**config.mk**
```make
export PLATFORM = sky130hd
export DESIGN_NAME = video_timing_gen_flat
export DESIGN_NICKNAME = d
export VERILOG_FILES = /design/src/rtl/video_timing_gen_if.sv /design/src/rtl/video_timing_gen.sv /design/src/flat_wrapper.sv
export SDC_FILE = /design/constraint.sdc
export NUM_CORES = 1
export LEC_CHECK = 0
export CAP_MARGIN = 40
export CORE_MARGIN = 8
export CORE_UTILIZATION = 30
export DETAILED_ROUTE_END_ITERATION = 8
export PLACE_DENSITY = 0.6
export SKIP_CTS_REPAIR_TIMING = 1
export SYNTH_ARGS = -nofsm -noshare
export SYNTH_HDL_FRONTEND = slang
export SYNTH_SLANG_ARGS = --single-unit
export TNS_END_PERCENT = 100
```
**constraint.sdc**
```tcl
create_clock -name sys_clk -period 2.94 [get_ports sys_clk]
set_input_delay 0.735 -clock sys_clk [delete_from_list [all_inputs] [get_ports sys_clk]]
set_output_delay 0.735 -clock sys_clk [all_outputs]
set_load 0.005 [all_outputs]
```
**src/rtl/video_timing_gen_if.sv**
```systemverilog
// video_timing_gen_if: run control inputs and frame timing outputs.
// master = timing generator, slave = consumer. pix_data exists only with VTG_TEST_PATTERN_EN.
interface video_timing_gen_if;
  logic        run;
  logic        oneshot;
  logic        frame_vsync;
  logic        frame_href;
  logic        frame_clken;
  logic [10:0] x_pos;
  logic [10:0] y_pos;
  logic        frame_start;
  logic        frame_end;
  logic [15:0] frame_cnt;
  logic        busy;
`ifdef VTG_TEST_PATTERN_EN
  logic [23:0] pix_data;
`endif

  modport master (
    input  run,
    input  oneshot,
    output frame_vsync,
    output frame_href,
    output frame_clken,
    output x_pos,
    output y_pos,
    output frame_start,
    output frame_end,
    output frame_cnt,
    output busy
`ifdef VTG_TEST_PATTERN_EN
    , output pix_data
`endif
  );

  modport slave (
    output run,
    output oneshot,
    input  frame_vsync,
    input  frame_href,
    input  frame_clken,
    input  x_pos,
    input  y_pos,
    input  frame_start,
    input  frame_end,
    input  frame_cnt,
    input  busy
`ifdef VTG_TEST_PATTERN_EN
    , input pix_data
`endif
  );
endinterface

```
**src/rtl/video_timing_gen.sv**
```systemverilog
// video_timing_gen: prescaled h/v counters, IDLE/RUN/DRAIN control, registered sync/href/pos/pulses.
// Ports: sys_clk, sys_rst_n (async, active-low), vif (master). Macro VTG_TEST_PATTERN_EN adds colour-bar pix_data.
module video_timing_gen #(
  parameter int IMG_HDISP = 640,
  parameter int IMG_VDISP = 480,
  parameter int H_SYNC    = 5,
  parameter int H_BACK    = 5,
  parameter int H_FRONT   = 5,
  parameter int V_SYNC    = 1,
  parameter int V_BACK    = 0,
  parameter int V_FRONT   = 1,
  parameter bit VSYNC_ACT = 1'b0,
  parameter int CLKEN_DIV = 1
) (
  input  logic               sys_clk,
  input  logic               sys_rst_n,
  video_timing_gen_if.master vif
);
  localparam int H_TOTAL = H_SYNC + H_BACK + IMG_HDISP + H_FRONT;
  localparam int V_TOTAL = V_SYNC + V_BACK + IMG_VDISP + V_FRONT;
  localparam logic [10:0] H_LAST = 11'(H_TOTAL - 1);
  localparam logic [10:0] V_LAST = 11'(V_TOTAL - 1);
  localparam logic [10:0] H_A0   = 11'(H_SYNC + H_BACK);
  localparam logic [10:0] H_A1   = 11'(H_SYNC + H_BACK + IMG_HDISP);
  localparam logic [10:0] V_A0   = 11'(V_SYNC + V_BACK);
  localparam logic [10:0] V_A1   = 11'(V_SYNC + V_BACK + IMG_VDISP);
  localparam logic [10:0] V_SY   = 11'(V_SYNC);
  localparam logic [3:0]  P_LAST = 4'(CLKEN_DIV - 1);

  typedef enum logic [1:0] {IDLE, RUN, DRAIN} state_e;

  state_e      state_q, state_d;
  logic        osl_q, osl_d;
  logic [3:0]  presc_q, presc_d;
  logic [10:0] hcnt_q, hcnt_d;
  logic [10:0] vcnt_q, vcnt_d;

  logic        vsync_q, vsync_d;
  logic        href_q, href_d;
  logic        clken_q, clken_d;
  logic [10:0] x_q, x_d;
  logic [10:0] y_q, y_d;
  logic        start_q, start_d;
  logic        end_q, end_d;
  logic [15:0] cnt_q, cnt_d;
  logic        busy_q, busy_d;

  logic tick, h_wrap, f_wrap, active;

  always_comb begin
    tick   = (presc_q == P_LAST);
    h_wrap = tick && (hcnt_q == H_LAST);
    f_wrap = h_wrap && (vcnt_q == V_LAST);
    active = (state_q != IDLE);

    state_d = state_q;
    osl_d   = osl_q;
    presc_d = '0;
    hcnt_d  = '0;
    vcnt_d  = '0;

    unique case (state_q)
      IDLE: begin
        if (vif.run) begin
          state_d = RUN;
          osl_d   = vif.oneshot;
        end
      end
      RUN: begin
        if (f_wrap) begin
          // oneshot is re-sampled at every new frame start
          if (vif.run && !osl_q) osl_d = vif.oneshot;
          else state_d = IDLE;
        end else if (!vif.run || osl_q) begin
          state_d = DRAIN;
        end
      end
      DRAIN: begin
        if (f_wrap) state_d = IDLE;
      end
      default: state_d = IDLE;
    endcase

    if (active) begin
      presc_d = tick ? 4'd0 : presc_q + 4'd1;
      hcnt_d  = hcnt_q;
      vcnt_d  = vcnt_q;
      if (tick) begin
        hcnt_d = h_wrap ? 11'd0 : hcnt_q + 11'd1;
        if (h_wrap)
          vcnt_d = (vcnt_q == V_LAST) ? 11'd0 : vcnt_q + 11'd1;
      end
    end

    vsync_d = (active && vcnt_q < V_SY) ? VSYNC_ACT : ~VSYNC_ACT;
    href_d  = active
           && vcnt_q >= V_A0 && vcnt_q < V_A1
           && hcnt_q >= H_A0 && hcnt_q < H_A1;
    clken_d = href_d && tick;
    x_d     = href_d ? hcnt_q - H_A0 : 11'd0;
    y_d     = href_d ? vcnt_q - V_A0 : 11'd0;
    start_d = active && presc_q == 4'd0
           && hcnt_q == 11'd0 && vcnt_q == 11'd0;
    end_d   = active && f_wrap;
    cnt_d   = cnt_q + 16'(end_d);
    busy_d  = active;
  end

  always_ff @(posedge sys_clk or negedge sys_rst_n) begin
    if (!sys_rst_n) begin
      state_q <= IDLE;
      osl_q   <= 1'b0;
      presc_q <= '0;
      hcnt_q  <= '0;
      vcnt_q  <= '0;
      vsync_q <= ~VSYNC_ACT;
      href_q  <= 1'b0;
      clken_q <= 1'b0;
      x_q     <= '0;
      y_q     <= '0;
      start_q <= 1'b0;
      end_q   <= 1'b0;
      cnt_q   <= '0;
      busy_q  <= 1'b0;
    end else begin
      state_q <= state_d;
      osl_q   <= osl_d;
      presc_q <= presc_d;
      hcnt_q  <= hcnt_d;
      vcnt_q  <= vcnt_d;
      vsync_q <= vsync_d;
      href_q  <= href_d;
      clken_q <= clken_d;
      x_q     <= x_d;
      y_q     <= y_d;
      start_q <= start_d;
      end_q   <= end_d;
      cnt_q   <= cnt_d;
      busy_q  <= busy_d;
    end
  end

  assign vif.frame_vsync = vsync_q;
  assign vif.frame_href  = href_q;
  assign vif.frame_clken = clken_q;
  assign vif.x_pos       = x_q;
  assign vif.y_pos       = y_q;
  assign vif.frame_start = start_q;
  assign vif.frame_end   = end_q;
  assign vif.frame_cnt   = cnt_q;
  assign vif.busy        = busy_q;

`ifdef VTG_TEST_PATTERN_EN
  logic [2:0]  bar;
  logic [23:0] pix_q, pix_d;

  // bar bits map directly to channel enables:
  // R off when bar[1], G off when bar[2], B off when bar[0]
  always_comb begin
    bar   = 3'({x_d, 3'b000} / 14'(IMG_HDISP));
    pix_d = href_d ? {{8{~bar[1]}}, {8{~bar[2]}}, {8{~bar[0]}}}
                   : 24'd0;
  end

  always_ff @(posedge sys_clk or negedge sys_rst_n) begin
    if (!sys_rst_n) pix_q <= '0;
    else            pix_q <= pix_d;
  end

  assign vif.pix_data = pix_q;
`endif
endmodule

```
**src/flat_wrapper.sv**
```systemverilog
// flat-port wrapper written by rule: the top's interface ports become plain ports
module video_timing_gen_flat 
#(
  parameter int IMG_HDISP = 640,
  parameter int IMG_VDISP = 480,
  parameter int H_SYNC    = 5,
  parameter int H_BACK    = 5,
  parameter int H_FRONT   = 5,
  parameter int V_SYNC    = 1,
  parameter int V_BACK    = 0,
  parameter int V_FRONT   = 1,
  parameter bit VSYNC_ACT = 1'b0,
  parameter int CLKEN_DIV = 1
)
  (sys_clk, sys_rst_n, vif_run, vif_oneshot, vif_frame_vsync, vif_frame_href, vif_frame_clken, vif_x_pos, vif_y_pos, vif_frame_start, vif_frame_end, vif_frame_cnt, vif_busy);
  video_timing_gen_if vif_i ();
  input  logic sys_clk;
  input  logic sys_rst_n;
  input wire logic [$bits(vif_i.run)-1:0] vif_run;
  input wire logic [$bits(vif_i.oneshot)-1:0] vif_oneshot;
  output wire logic [$bits(vif_i.frame_vsync)-1:0] vif_frame_vsync;
  output wire logic [$bits(vif_i.frame_href)-1:0] vif_frame_href;
  output wire logic [$bits(vif_i.frame_clken)-1:0] vif_frame_clken;
  output wire logic [$bits(vif_i.x_pos)-1:0] vif_x_pos;
  output wire logic [$bits(vif_i.y_pos)-1:0] vif_y_pos;
  output wire logic [$bits(vif_i.frame_start)-1:0] vif_frame_start;
  output wire logic [$bits(vif_i.frame_end)-1:0] vif_frame_end;
  output wire logic [$bits(vif_i.frame_cnt)-1:0] vif_frame_cnt;
  output wire logic [$bits(vif_i.busy)-1:0] vif_busy;
  assign vif_i.run = vif_run;
  assign vif_i.oneshot = vif_oneshot;
  assign vif_frame_vsync = vif_i.frame_vsync;
  assign vif_frame_href = vif_i.frame_href;
  assign vif_frame_clken = vif_i.frame_clken;
  assign vif_x_pos = vif_i.x_pos;
  assign vif_y_pos = vif_i.y_pos;
  assign vif_frame_start = vif_i.frame_start;
  assign vif_frame_end = vif_i.frame_end;
  assign vif_frame_cnt = vif_i.frame_cnt;
  assign vif_busy = vif_i.busy;
  video_timing_gen #(.IMG_HDISP(IMG_HDISP), .IMG_VDISP(IMG_VDISP), .H_SYNC(H_SYNC), .H_BACK(H_BACK), .H_FRONT(H_FRONT), .V_SYNC(V_SYNC), .V_BACK(V_BACK), .V_FRONT(V_FRONT), .VSYNC_ACT(VSYNC_ACT), .CLKEN_DIV(CLKEN_DIV)) u_core (.sys_clk(sys_clk), .sys_rst_n(sys_rst_n), .vif(vif_i));
endmodule
```
Word level (Yosys, flattened, before mapping)

Index checks and enable logic that the tools add are counted.

$add $sub $neg: 6
Order comparisons: 5
Equality and inequality tests: 12
Multiplexer cells: 22
Reductions and logical operators: 25

Operator list:

| operator                                                            | number |
|---|---|
| two-way mux 11 bit                                                  | 9 |
| adder 11 x 1 -> 11 bit (second input constant)                      | 2 |
| logical NOT 11 bit                                                  | 2 |
| adder 16 x 1 -> 16 bit                                              | 1 |
| logical AND 1 bit                                                   | 13 |
| equality test 11 x 10 -> 1 bit (second input constant)              | 1 |
| equality test 11 x 9 -> 1 bit (second input constant)               | 1 |
| greater-or-equal comparator 11 x 1 -> 1 bit (second input constant) | 1 |
| greater-or-equal comparator 11 x 4 -> 1 bit (second input constant) | 1 |
| less-than comparator 11 x 1 -> 1 bit (second input constant)        | 1 |
| less-than comparator 11 x 10 -> 1 bit (second input constant)       | 1 |
| less-than comparator 11 x 9 -> 1 bit (second input constant)        | 1 |
| subtractor 11 x 1 -> 11 bit (second input constant)                 | 1 |
| subtractor 11 x 4 -> 11 bit (second input constant)                 | 1 |
| two-way mux 2 bit                                                   | 5 |
| two-way mux 4 bit                                                   | 2 |
| AND reduction 4 bit                                                 | 2 |
| inequality test 2 x 1 -> 1 bit (second input constant)              | 3 |
| inequality test 2 bit (second input constant)                       | 3 |
| one-hot mux 2 bit (3 select lines)                                  | 1 |
| adder 4 x 1 -> 4 bit (second input constant)                        | 1 |
| logical NOT 4 bit                                                   | 1 |
| two-way mux 1 bit                                                   | 4 |
| nonzero test 2 bit                                                  | 2 |
| 9 further kinds                                                     | 10 |

Register bits: 73
Output and inout port bits: 44
Word-level logic and storage cells: 84

Logic depth before layout (Yosys ltp)

Gate-level depths: netlist of the first run.

Depth in word-level cells: 6
Gate-level depth with buffers: 13

Worst setup path after synthesis of the first run

Ideal clock, no wire load.

Kind: reg2reg
From: reg u_core.presc_q[0]
To: reg u_core.cnt_q[10] (netlist: u_core.vif.frame_cnt[10])
Setup time: 0.079 ns
Arrival time: 2.631 ns
Data required time: 2.861 ns
Slack: 0.230 ns
Stages on the path, launching flop included: 14
Path buffers: 1
Clock period less this slack: 2.710 ns
Path through: dfrtp_1 > inv_1 > ha_1 > or3b_1 > buf_2 > nor4_1 > nand4b_1 > nor3_1 > ha_1 > ha_1 > nand3_1 > nor2_1 > and3_1 > xor2_1

Longest elaborated chain between the ends: 5

Ends and longest elaborated chain:

| item                     | RTL line                | text |
|---|---|---|
| start: declaration       | video_timing_gen.sv:34  | `logic [3:0] presc_q, presc_d;` |
| start signal: assignment | video_timing_gen.sv:128 | `presc_q <= presc_d;` |
| logical NOT 4 bit        | video_timing_gen.sv:51  | `tick = (presc_q == P_LAST);` |
| logical AND 1 bit        | video_timing_gen.sv:52  | `h_wrap = tick && (hcnt_q == H_LAST);` |
| logical AND 1 bit        | video_timing_gen.sv:53  | `f_wrap = h_wrap && (vcnt_q == V_LAST);` |
| logical AND 1 bit        | video_timing_gen.sv:104 | `end_d = active && f_wrap;` |
| via u_core.end_d         | video_timing_gen.sv:44  | `logic end_q, end_d;` |
| adder 16 x 1 -> 16 bit   | video_timing_gen.sv:105 | `cnt_d = cnt_q + 16'(end_d);` |
| via u_core.cnt_d[10]     | video_timing_gen.sv:45  | `logic [15:0] cnt_q, cnt_d;` |
| end signal: assignment   | video_timing_gen.sv:138 | `cnt_q <= cnt_d;` |
| end: declaration         | video_timing_gen.sv:45  |  |

The timed path passes the listed nets, and every way through them passes these cells.
A chain may end at the register's enable or synchronous reset.

Worst setup path in the final report of the first run

Ends and elaborated chain as after synthesis.

==> run metrics, run 1 <==
status finished, final reports clean; vias 2923; routability cong. 0.8057; mapped cell area 3948 sq um; delay of the slowest critical-path stage 400 ps; Fin. Hold Viols 0; maximum vdd drop 0.4293 mV; clk sink count 73; Leakage Power 2.136 nW; clk buf depth 2; DRC 0; largest net degree at the start of global routing 63; CP cell instances inv_1, ha_1, or3b_1, nor4_2, nand4b_1, nor3_2, ha_2, ha_1, nand3_2, nor2_2, and3_1, xor2_1; final count of negative-setup-slack endpoints 0; clk slew on worst S/H paths 60 ps; PD cells 551.7 nW/um^2; violation count after the first detailed-routing iteration 170; Yosys warnings 0; Hold Crit Class in2async; GRT overflow 0; Worst EP arrival 2880 ps; setup_tns 0 ps; crit end category flip-flop; first-pass GRT wire length 15200 um; Post-synth top flop dfrtp_1; Rel. slew slack 57.04%; share of cells above drive strength 1 17.75%; Total GRT Usage 11.43%; Seq/Total Area, Yosys 46.31%; area of the core 13030 sq um; clk_lat worst skew 330 ps; Mapped Nets 380; initial cell density of the core 30.29%; FMAX 381.3 MHz; # rows 42; Mapped Cells 362; CP required 3200 ps; maxcap violations 0; die height 130.7 um; library cells used by synthesis 62; TritonCTS buffer count 9; DRT antenna net count 0; CP Max Fanout 4; H-tree depth 3; CTS tree built; root buf cell clkbuf_16; Post-synth EDFFs 0; Avg WL per Cell 15.19 um; Area Overhead vs Synth 24.91%; worst setup path class reg2reg; post-synthesis area per instance 10.90 sq um; Synth area leader dfrtp_1; final clock skew 5.482 ps; IO Pins 48; fraction of registers with async set/reset 100.0%; drt via density 4.929; post-route cell area 4931 sq um; Ant. Diodes 0; slowest CP cell dfrtp_1; dpl hpwl 6576 um; # nets final 430; Pre-antenna DRT Iters 4; vias in the first global route 2954; DRT Wirelength 9008 um; Port Buf Inserts 47; fillcell total 1311; Post-DP Area 4609 sq um; Die X-Extent 130.7 um; startpoint types flip-flop; RSZ-0062 raised after global routing false; slew at the pin closest to its max-slew limit 643.1 ps; die area 17090 sq um; Final Max Slew Viols 0; post-synth top area share 45.64%; final worst path period need 2623 ps; Synth area leaders dfrtp_1, nor4_2, xnor2_1, ha_1, xor2_1; Top cell by count, worst path ha_1; number of synthesized register bits 73; initial antenna violation count 0; post-route clock period utilization 89.20%
## metrics by stage
step           hold WS [ps]  worst slack [ps]  total power [mW]  util [%]  cells
2_1_floorplan         439.4             229.7             1.510         -    362
3_3_place_gp          464.2             239.8             1.661     35.16    576
3_5_place_dp          467.1             176.5             1.677     35.37    577
4_1_cts               238.2             148.4             2.761     37.60    593
5_1_grt               242.0             19.43             2.874     37.84    593
6_report              241.9             317.5             2.720     37.84    593
## power by group
| part | switching [mW] | internal [mW] |
|---|---|---|
| Sequential | 0.0614 | 1.07 |
| Clock | 0.389 | 0.677 |
| Combinational | 0.344 | 0.182 |
| Total | 0.794 | 1.93 |
## sequential cells by signal, indices dropped and copies added (netlist names)
name and flops:
u_core.vif.y_pos 11, u_core.vif.frame_vsync 1, u_core.vif.frame_end 1, u_core.vif.frame_cnt 16
u_core.vif.x_pos 11, u_core.vif.frame_start 1, u_core.osl_q 1, u_core.presc_q 4
u_core.vif.busy 1, u_core.vif.frame_href 1, u_core.state_q 2, u_core.vif.frame_clken 1
u_core.vcnt_q 11, u_core.hcnt_q 11
## synthesized netlist by cell type (all sizes together), types with 7 or more instances
cell type  number
nor3           13
nand2          23
xnor2          21
nand3          22
buf            19
ha             14
nor4           28
xor2           19
o21ai           7
nand4           9
dfrtp          72
nor2           30
inv            15
## worst paths after layout
check / end / slack (ps) / start / cells past startpoint
max reg2reg: u_core.vif.frame_cnt[10] / 320 / u_core.presc_q[0] / 12
max in group asynchronous: u_core.vif.frame_vsync / 2130 / sys_rst_n / 2
min in group sys_clk: u_core.vif.frame_cnt[15] / 470 / u_core.vif.frame_cnt[15] / 1
max: u_core.vif.frame_cnt[10] / 320 / u_core.presc_q[0] / 12
min: u_core.vcnt_q[6] / 240 / sys_rst_n / 1
min reg2reg: u_core.vif.frame_cnt[15] / 470 / u_core.vif.frame_cnt[15] / 1
## worst max-delay path: cells and delay by family (launching register included)
family	cells	cell delay, ps
xor+xnor	1	130
flops	1	400
buf+inv	1	70
fa+ha+maj	3	580
simple gates	7	1350
## per-layer routing
metal / track usage [%] / up-vias / wire length, um
li1: - / 1393 / -
met1: 14.30 / 1429 / 3994
met2: 18.19 / 90 / 4198
met3: 3.612 / 11 / 659
met4: 4.051 / 0 / 156
met5: 0 / - / 0
## logic make-up after synthesis
group / after synthesis / synth area share, %
simple gates: 150 / 25.07
compound gates: 44 / 9.224
xor+xnor: 40 / 8.875
fa+ha+maj: 14 / 4.437
buf+inv: 40 / 5.831
mux: 1 / 0.2536
flops: 73 / 46.31
## final cells by class
type,instances,area [sq um],share of cell area [%]
Tap cell,176,220.2,4.466
Sequential cell,73,1828,37.07
Timing Repair Buffer,64,615.6,12.48
Multi-Input combinational cell,249,1921,38.95
Clock buffer,13,250.2,5.075
Clock inverter,3,40.04,0.8120
Inverter,15,56.30,1.142
## cell usage in the layout, fill, tap and decap left out, types with 3 or more instances in the layout
cell type,instances
clkbuf_1,3
o211ai_1,4
o31ai_1,5
nand2_1,23
nor4_1,5
xnor2_1,21
ha_1,13
and3_1,3
nand2b_1,3
clkdlybuf4s50_1,46
a32oi_1,3
inv_1,15
and4_1,4
nor2_1,28
nor3_2,3
nor4_2,20
nand4_1,8
nor4_4,3
nand3_1,20
a211oi_1,3
nor3_1,9
a21oi_1,4
o21ai_0,6
buf_4,17
clkbuf_16,9
xor2_1,19
dfrtp_1,72
Power figures use the tool's default switching activity.
==> run 2, diff against run 1 <==
Settings changed: CTS_BUF_LIST set to sky130_fd_sc_hd__clkbuf_2 sky130_fd_sc_hd__clkbuf_4 sky130_fd_sc_hd__clkbuf_8.
==> run 2 against run 1 <==
Effect of this change: cell count stayed put; critical path depth stayed put; first-iteration DRC count is 1.2% lower; non-clock buffer count stayed put; wire length is 0.29% lower; sequential power hardly changed; setup slack worse by 9.3 ps; utilization is 0.69 points lower; register-to-register slack hardly changed; global-route usage is 0.10 points lower; combinational power hardly changed; critical path type unchanged; critical endpoint unchanged; largest cell class unchanged.
==> run metrics, run 2 (synthesis results as in run 1) <==
sequential power share 45.9% (+4.4 points); first-pass GRT wire length 15180 um (-0.13%); sw frac 31.18% (+2.0 points); Die X-Extent 130.7 um (unchanged); CP Max Fanout 4 (unchanged); GRT overflow 0 (unchanged); Avg WL per Cell 15.15 um (-0.29%); area occupied by registers 1828 sq um (unchanged); Rel. slew slack 57.54% (+0.50 points); total power 2.453 mW (-9.8%); worst r2r path cells 12 (unchanged); IO Pins 48 (unchanged); slew at the pin closest to its max-slew limit 635.6 ps (-7.465 ps); share of cells above drive strength 1 18.47% (+0.72 points); Pre-antenna DRT Iters 4 (unchanged); Post-Route Utilization 37.14% (-0.69 points); Post-DP Area 4609 sq um (unchanged); clk sink count 73 (unchanged); status finished, final reports clean; sw power 764.9 uW (-3.7%); initial antenna violation count 0 (unchanged); delay of the slowest critical-path stage 410 ps (about the same); final worst path period need 2632 ps (+9.339 ps); maximum vdd drop 0.3511 mV (-18%); TritonCTS buffer count 9 (unchanged); Hold Crit Class in2async; # rows 42 (unchanged); combinational share of power 21.4% (+2.1 points); clk slew on worst S/H paths 80 ps (+20 ps); Area Overhead vs Synth 22.63%; # nets final 430 (unchanged); DR top layer met4; die area 17090 sq um (unchanged); initial cell density of the core 30.29% (unchanged); hold_ws 214.1 ps (-27.78 ps); most frequent cells in the layout dfrtp_1, clkdlybuf4s50_1, nor2_1; Pint 1.688 mW (-12%); met2 wire len 4182 um (-0.38%); Largest register FFs 16 (unchanged); final count of negative-setup-slack endpoints 0 (unchanged); Clk pwr share 32.7% (-6.5 points); DRT antenna net count 0 (unchanged); drt via density 4.946 (+0.34%); worst setup path class reg2reg; violation count after the first detailed-routing iteration 168 (-1.2%); setup_tns 0 ps (unchanged); Top cell by count, worst path ha_1; maxcap violations 0 (unchanged); post-route cell area 4841 sq um (-1.8%); PD cells 506.7 nW/um^2 (-8.2%); Leakage Power 2.100 nW (-1.7%); DRT Wirelength 8982 um (-0.29%); DRC 0 (unchanged); Total GRT Usage 11.32% (-0.10 points); CP cell instances inv_1, ha_1, or3b_1, nor4_2, nand4b_1, nor3_2, ha_2, ha_1, nand3_2, nor2_2, and3_1, xor2_1; Port Buf Inserts 47 (unchanged); startpoint types flip-flop; clk_lat worst skew 350 ps (+20 ps); dpl hpwl 6576 um (unchanged); most common cell after layout, fill and taps aside dfrtp_1; FMAX 380.0 MHz (-0.35%); WL met1 3991 um (about the same); final clock skew 10.05 ps (+4.569 ps); Detail Route met3 WL 591 um (-10%); fillcell total 1327 (+1.2%); Final Max Slew Viols 0 (unchanged); CP required 3220 ps (+20 ps); post-route clock period utilization 89.52% (+0.32 points); die height 130.7 um (unchanged); RSZ-0062 raised after global routing false; crit end category flip-flop; routability cong. 0.8057 (unchanged); clk buf depth 2 (unchanged); root buf cell clkbuf_8; area of the core 13030 sq um (unchanged); Fin. Hold Viols 0 (unchanged); vias 2933 (+0.34%); Worst EP arrival 2910 ps (+30 ps); Ant. Diodes 0 (unchanged); slowest CP cell dfrtp_1; CTS tree built; multi-input combinational cell area 1921 sq um (unchanged); largest net degree at the start of global routing 63 (unchanged); H-tree depth 3 (unchanged); vias in the first global route 2979 (+0.85%)
## run 2: changes by cell type in the layout (fill, tap and decap cells not counted)
cell       before  now
clkbuf_8        1   10
clkbuf_16       9    0
clkbuf_1        3    0
clkbuf_4        0    3
## run 2: area by class of cell
| class | instances | area share (%) |
|---|---|---|
| clock buffers | 13 | 3.308 |
| clock inverters | 3 | 0.8271 |
| inverters | 15 | 1.163 |
| multi-input cells | 249 | 39.67 |
| flip-flops and latches | 73 | 37.76 |
| well taps | 176 | 4.549 |
| repair buffers | 64 | 12.72 |
## run 2: path summary, 6_finish.rpt
kind                                     startpoint                        to  slack (ps)
hold reg to reg            u_core.vif.frame_cnt[15]  u_core.vif.frame_cnt[15]         470
hold / removal                            sys_rst_n          u_core.vcnt_q[6]         210
min in group sys_clk       u_core.vif.frame_cnt[15]  u_core.vif.frame_cnt[15]         470
setup reg to reg                  u_core.presc_q[0]  u_core.vif.frame_cnt[10]         310
max in group asynchronous                 sys_rst_n    u_core.vif.frame_vsync        2160
setup / recovery                  u_core.presc_q[0]  u_core.vif.frame_cnt[10]         310
## run 2: critical path, delay by kind of cell (launching register included)
family	cells	cell delay, ps
XOR/XNOR	1	130
adder cells (fa/ha/maj)	3	580
buffers and inverters	1	70
flip-flops	1	410
AND/OR/NAND/NOR	7	1350
## run 2: through the flow
step | std cells | setup WS [ps]
2_1_floorplan | 362 | 229.7
3_3_place_gp | 576 | 239.8
3_5_place_dp | 577 | 176.5
4_1_cts | 593 | 138.9
5_1_grt | 593 | 8.181
6_report | 593 | 308.1
## run 2: power by group through the flow
stage	clock, mW	sequential, mW	combinational (mW)
after floorplan	0	1.13	0.382
after global placement	0	1.14	0.520
after detailed placement	0	1.14	0.533
after CTS	0.830	1.12	0.535
after global routing	0.875	1.14	0.583
final	0.802	1.13	0.526
## run 2: metal layers
metal  vias up  GRT usage (%)
li1       1392              -
met1      1447          14.23
met2        77          18.19
met3        17          2.516
met4         0          5.267
met5         -              0
==> run 3, diff against run 2 <==
--- a/config.mk
+++ b/config.mk
@@ -7,10 +7,9 @@
 export LEC_CHECK = 0
 export CAP_MARGIN = 40
-export CORE_MARGIN = 8
+export CORE_MARGIN = 2
 export CORE_UTILIZATION = 30
 export CTS_BUF_LIST = sky130_fd_sc_hd__clkbuf_2 sky130_fd_sc_hd__clkbuf_4 sky130_fd_sc_hd__clkbuf_8
 export DETAILED_ROUTE_END_ITERATION = 8
 export PLACE_DENSITY = 0.6
-export SKIP_CTS_REPAIR_TIMING = 1
 export SYNTH_ARGS = -nofsm -noshare
 export SYNTH_HDL_FRONTEND = slang
==> constraint.sdc (replaced) <==
create_clock -name sys_clk -period 2.94 [get_ports sys_clk]
set_input_delay 0.588 -clock sys_clk [delete_from_list [all_inputs] [get_ports sys_clk]]
set_output_delay 0.588 -clock sys_clk [all_outputs]
set_load 0.005 [all_outputs]
==> run 3 against run 2 <==
Effect of this change: total power down 1.4%; highest routed layer unchanged; utilization rose by 1.2 points; critical path depth stayed put; first-iteration DRC count rose by 35%; maximum frequency decreased by 4.9%; combinational power is 0.8% lower; register-to-register slack lost 140 ps; sequential share of layout area down 0.29 points; die area fell by 18%.
==> run metrics, run 3 (synthesis results as in run 1) <==
status finished, final reports clean; DRT Wirelength 8969 um (-0.14%); # rows 41 (-2.4%); Largest register FFs 16 (unchanged); DRC 0 (unchanged); dpl hpwl 6341 um (-3.6%); routability cong. 0.8367 (+3.8%); clk buf depth 2 (unchanged); die area 14090 sq um (-18%); fillcell total 1259 (-5.1%); worst setup path class reg2reg; Final Max Slew Viols 0 (unchanged); Hold Crit Class in2async; final count of negative-setup-slack endpoints 0 (unchanged); clk sink count 73 (unchanged); multi-input combinational cell area 1931 sq um (+0.52%); Fin. Hold Viols 0 (unchanged); root buf cell clkbuf_8; Pre-antenna DRT Iters 4 (unchanged); vias in the first global route 2894 (-2.9%); total power 2.418 mW (-1.4%); hold_ws 258.5 ps (+44.44 ps); CP Max Fanout 3 (-1); largest net degree at the start of global routing 49 (-22%); Port Buf Inserts 47 (unchanged); most frequent cells in the layout dfrtp_1, clkdlybuf4s50_1, nor2_1; GRT overflow 0 (unchanged); CTS tree built; Area Overhead vs Synth 23.58%; Total GRT Usage 13.02% (+1.7 points); CP required 3200 ps (-20 ps); TritonCTS buffer count 9 (unchanged); first-pass GRT wire length 14700 um (-3.1%); Rel. slew slack 57.78% (+0.24 points); initial cell density of the core 31.03% (+0.74 points); sw power 776.3 uW (+1.5%); area occupied by registers 1828 sq um (unchanged); Clk pwr share 31.7% (-1.0 points); Pint 1.642 mW (-2.7%); DRT antenna net count 0 (unchanged); slew at the pin closest to its max-slew limit 633.3 ps (-2.356 ps); Post-Route Utilization 38.35% (+1.2 points); maximum vdd drop 0.2695 mV (-23%); startpoint types flip-flop; maxcap violations 0 (unchanged); initial antenna violation count 0 (unchanged); crit end category flip-flop; Worst EP arrival 3030 ps (+120 ps); vias 2929 (-0.14%); IO Pins 48 (unchanged); sw frac 32.10% (+0.92 points); final worst path period need 2769 ps (+136.7 ps); Ant. Diodes 0 (unchanged); drt via density 4.914 (-0.64%); FMAX 361.2 MHz (-4.9%); most common cell after layout, fill and taps aside dfrtp_1; Die X-Extent 118.7 um (-9.2%); clk_lat worst skew 350 ps (about the same); PD cells 495.7 nW/um^2 (-2.2%); clk slew on worst S/H paths 80 ps (about the same); # nets final 437 (+1.6%); sequential power share 46.7% (+0.8 points); Avg WL per Cell 15.05 um (-0.65%); area of the core 12720 sq um (-2.4%); combinational share of power 21.6% (+0.2 points); share of cells above drive strength 1 20.05% (+1.6 points); setup_tns 0 ps (unchanged); final clock skew 7.444 ps (-2.606 ps); H-tree depth 3 (unchanged); violation count after the first detailed-routing iteration 227 (+35%); die height 118.7 um (-9.2%); Leakage Power 2.124 nW (+1.2%); post-route clock period utilization 94.17% (+4.6 points)
## run 3: worst paths after layout
check	startpoint	endpoint	slack (ps)	cells past startpoint
max	u_core.presc_q[0]	u_core.vif.frame_cnt[15]	170	12
min	sys_rst_n	u_core.vif.frame_cnt[6]	260	1
max reg2reg	u_core.presc_q[0]	u_core.vif.frame_cnt[15]	170	12
min reg2reg	u_core.vif.frame_cnt[10]	u_core.vif.frame_cnt[10]	490	1
max in group asynchronous	sys_rst_n	u_core.vif.frame_vsync	1960	2
min in group sys_clk	u_core.vif.frame_cnt[10]	u_core.vif.frame_cnt[10]	490	1
## run 3: per-stage QoR
stage	worst slack (ps)	area (sq um)	std cells
3_3_place_gp	208.7	4602	574
5_1_grt	-23.35	4878	596
2_1_floorplan	229.7	3948	362
3_5_place_dp	62.41	4602	574
6_report	171.5	4878	596
4_1_cts	30.49	4792	590
## run 3: power groups by stage
stage | Combinational (mW) | Clock, mW | Sequential, mW
after floorplan | 0.382 | 0 | 1.13
after global placement | 0.512 | 0 | 1.14
after detailed placement | 0.519 | 0 | 1.15
after CTS | 0.522 | 0.790 | 1.13
after global routing | 0.582 | 0.838 | 1.14
final | 0.522 | 0.768 | 1.13
## run 3: cell type report
type / count / share of cell area (%)
multi-input cells: 249 / 39.57
inverters: 15 / 1.154
clock inverters: 6 / 1.205
repair buffers: 71 / 13.49
clock buffers: 10 / 2.693
well taps: 172 / 4.411
flip-flops and latches: 73 / 37.47
## run 3: routing by layer
metal / vias to the layer above / global-route usage [%] / routed length (um)
li1: 1412 / - / -
met1: 1412 / 16.68 / 3987
met2: 91 / 20.80 / 4264
met3: 14 / 3.620 / 557
met4: 0 / 5.060 / 159
met5: - / 0 / 0
## run 3: worst max-delay path: stages, from the launching register on
cell,delay [ps]
dfrtp_1,400
inv_1,70
ha_1,180
or3b_4,390
nor4_2,210
nand4b_1,130
nor3_2,240
ha_2,220
buf_4,110
nand4_1,100
nor3_2,280
nand3_1,150
xnor2_1,210
## run 3: timing repair
item / CTS / global route
buffers inserted: 0 / 6
hold buffers: 0 / 0
endpoints found under the setup margin: 0 / 8
resized for setup: 0 / 9
endpoints found under the hold margin: 0 / 0
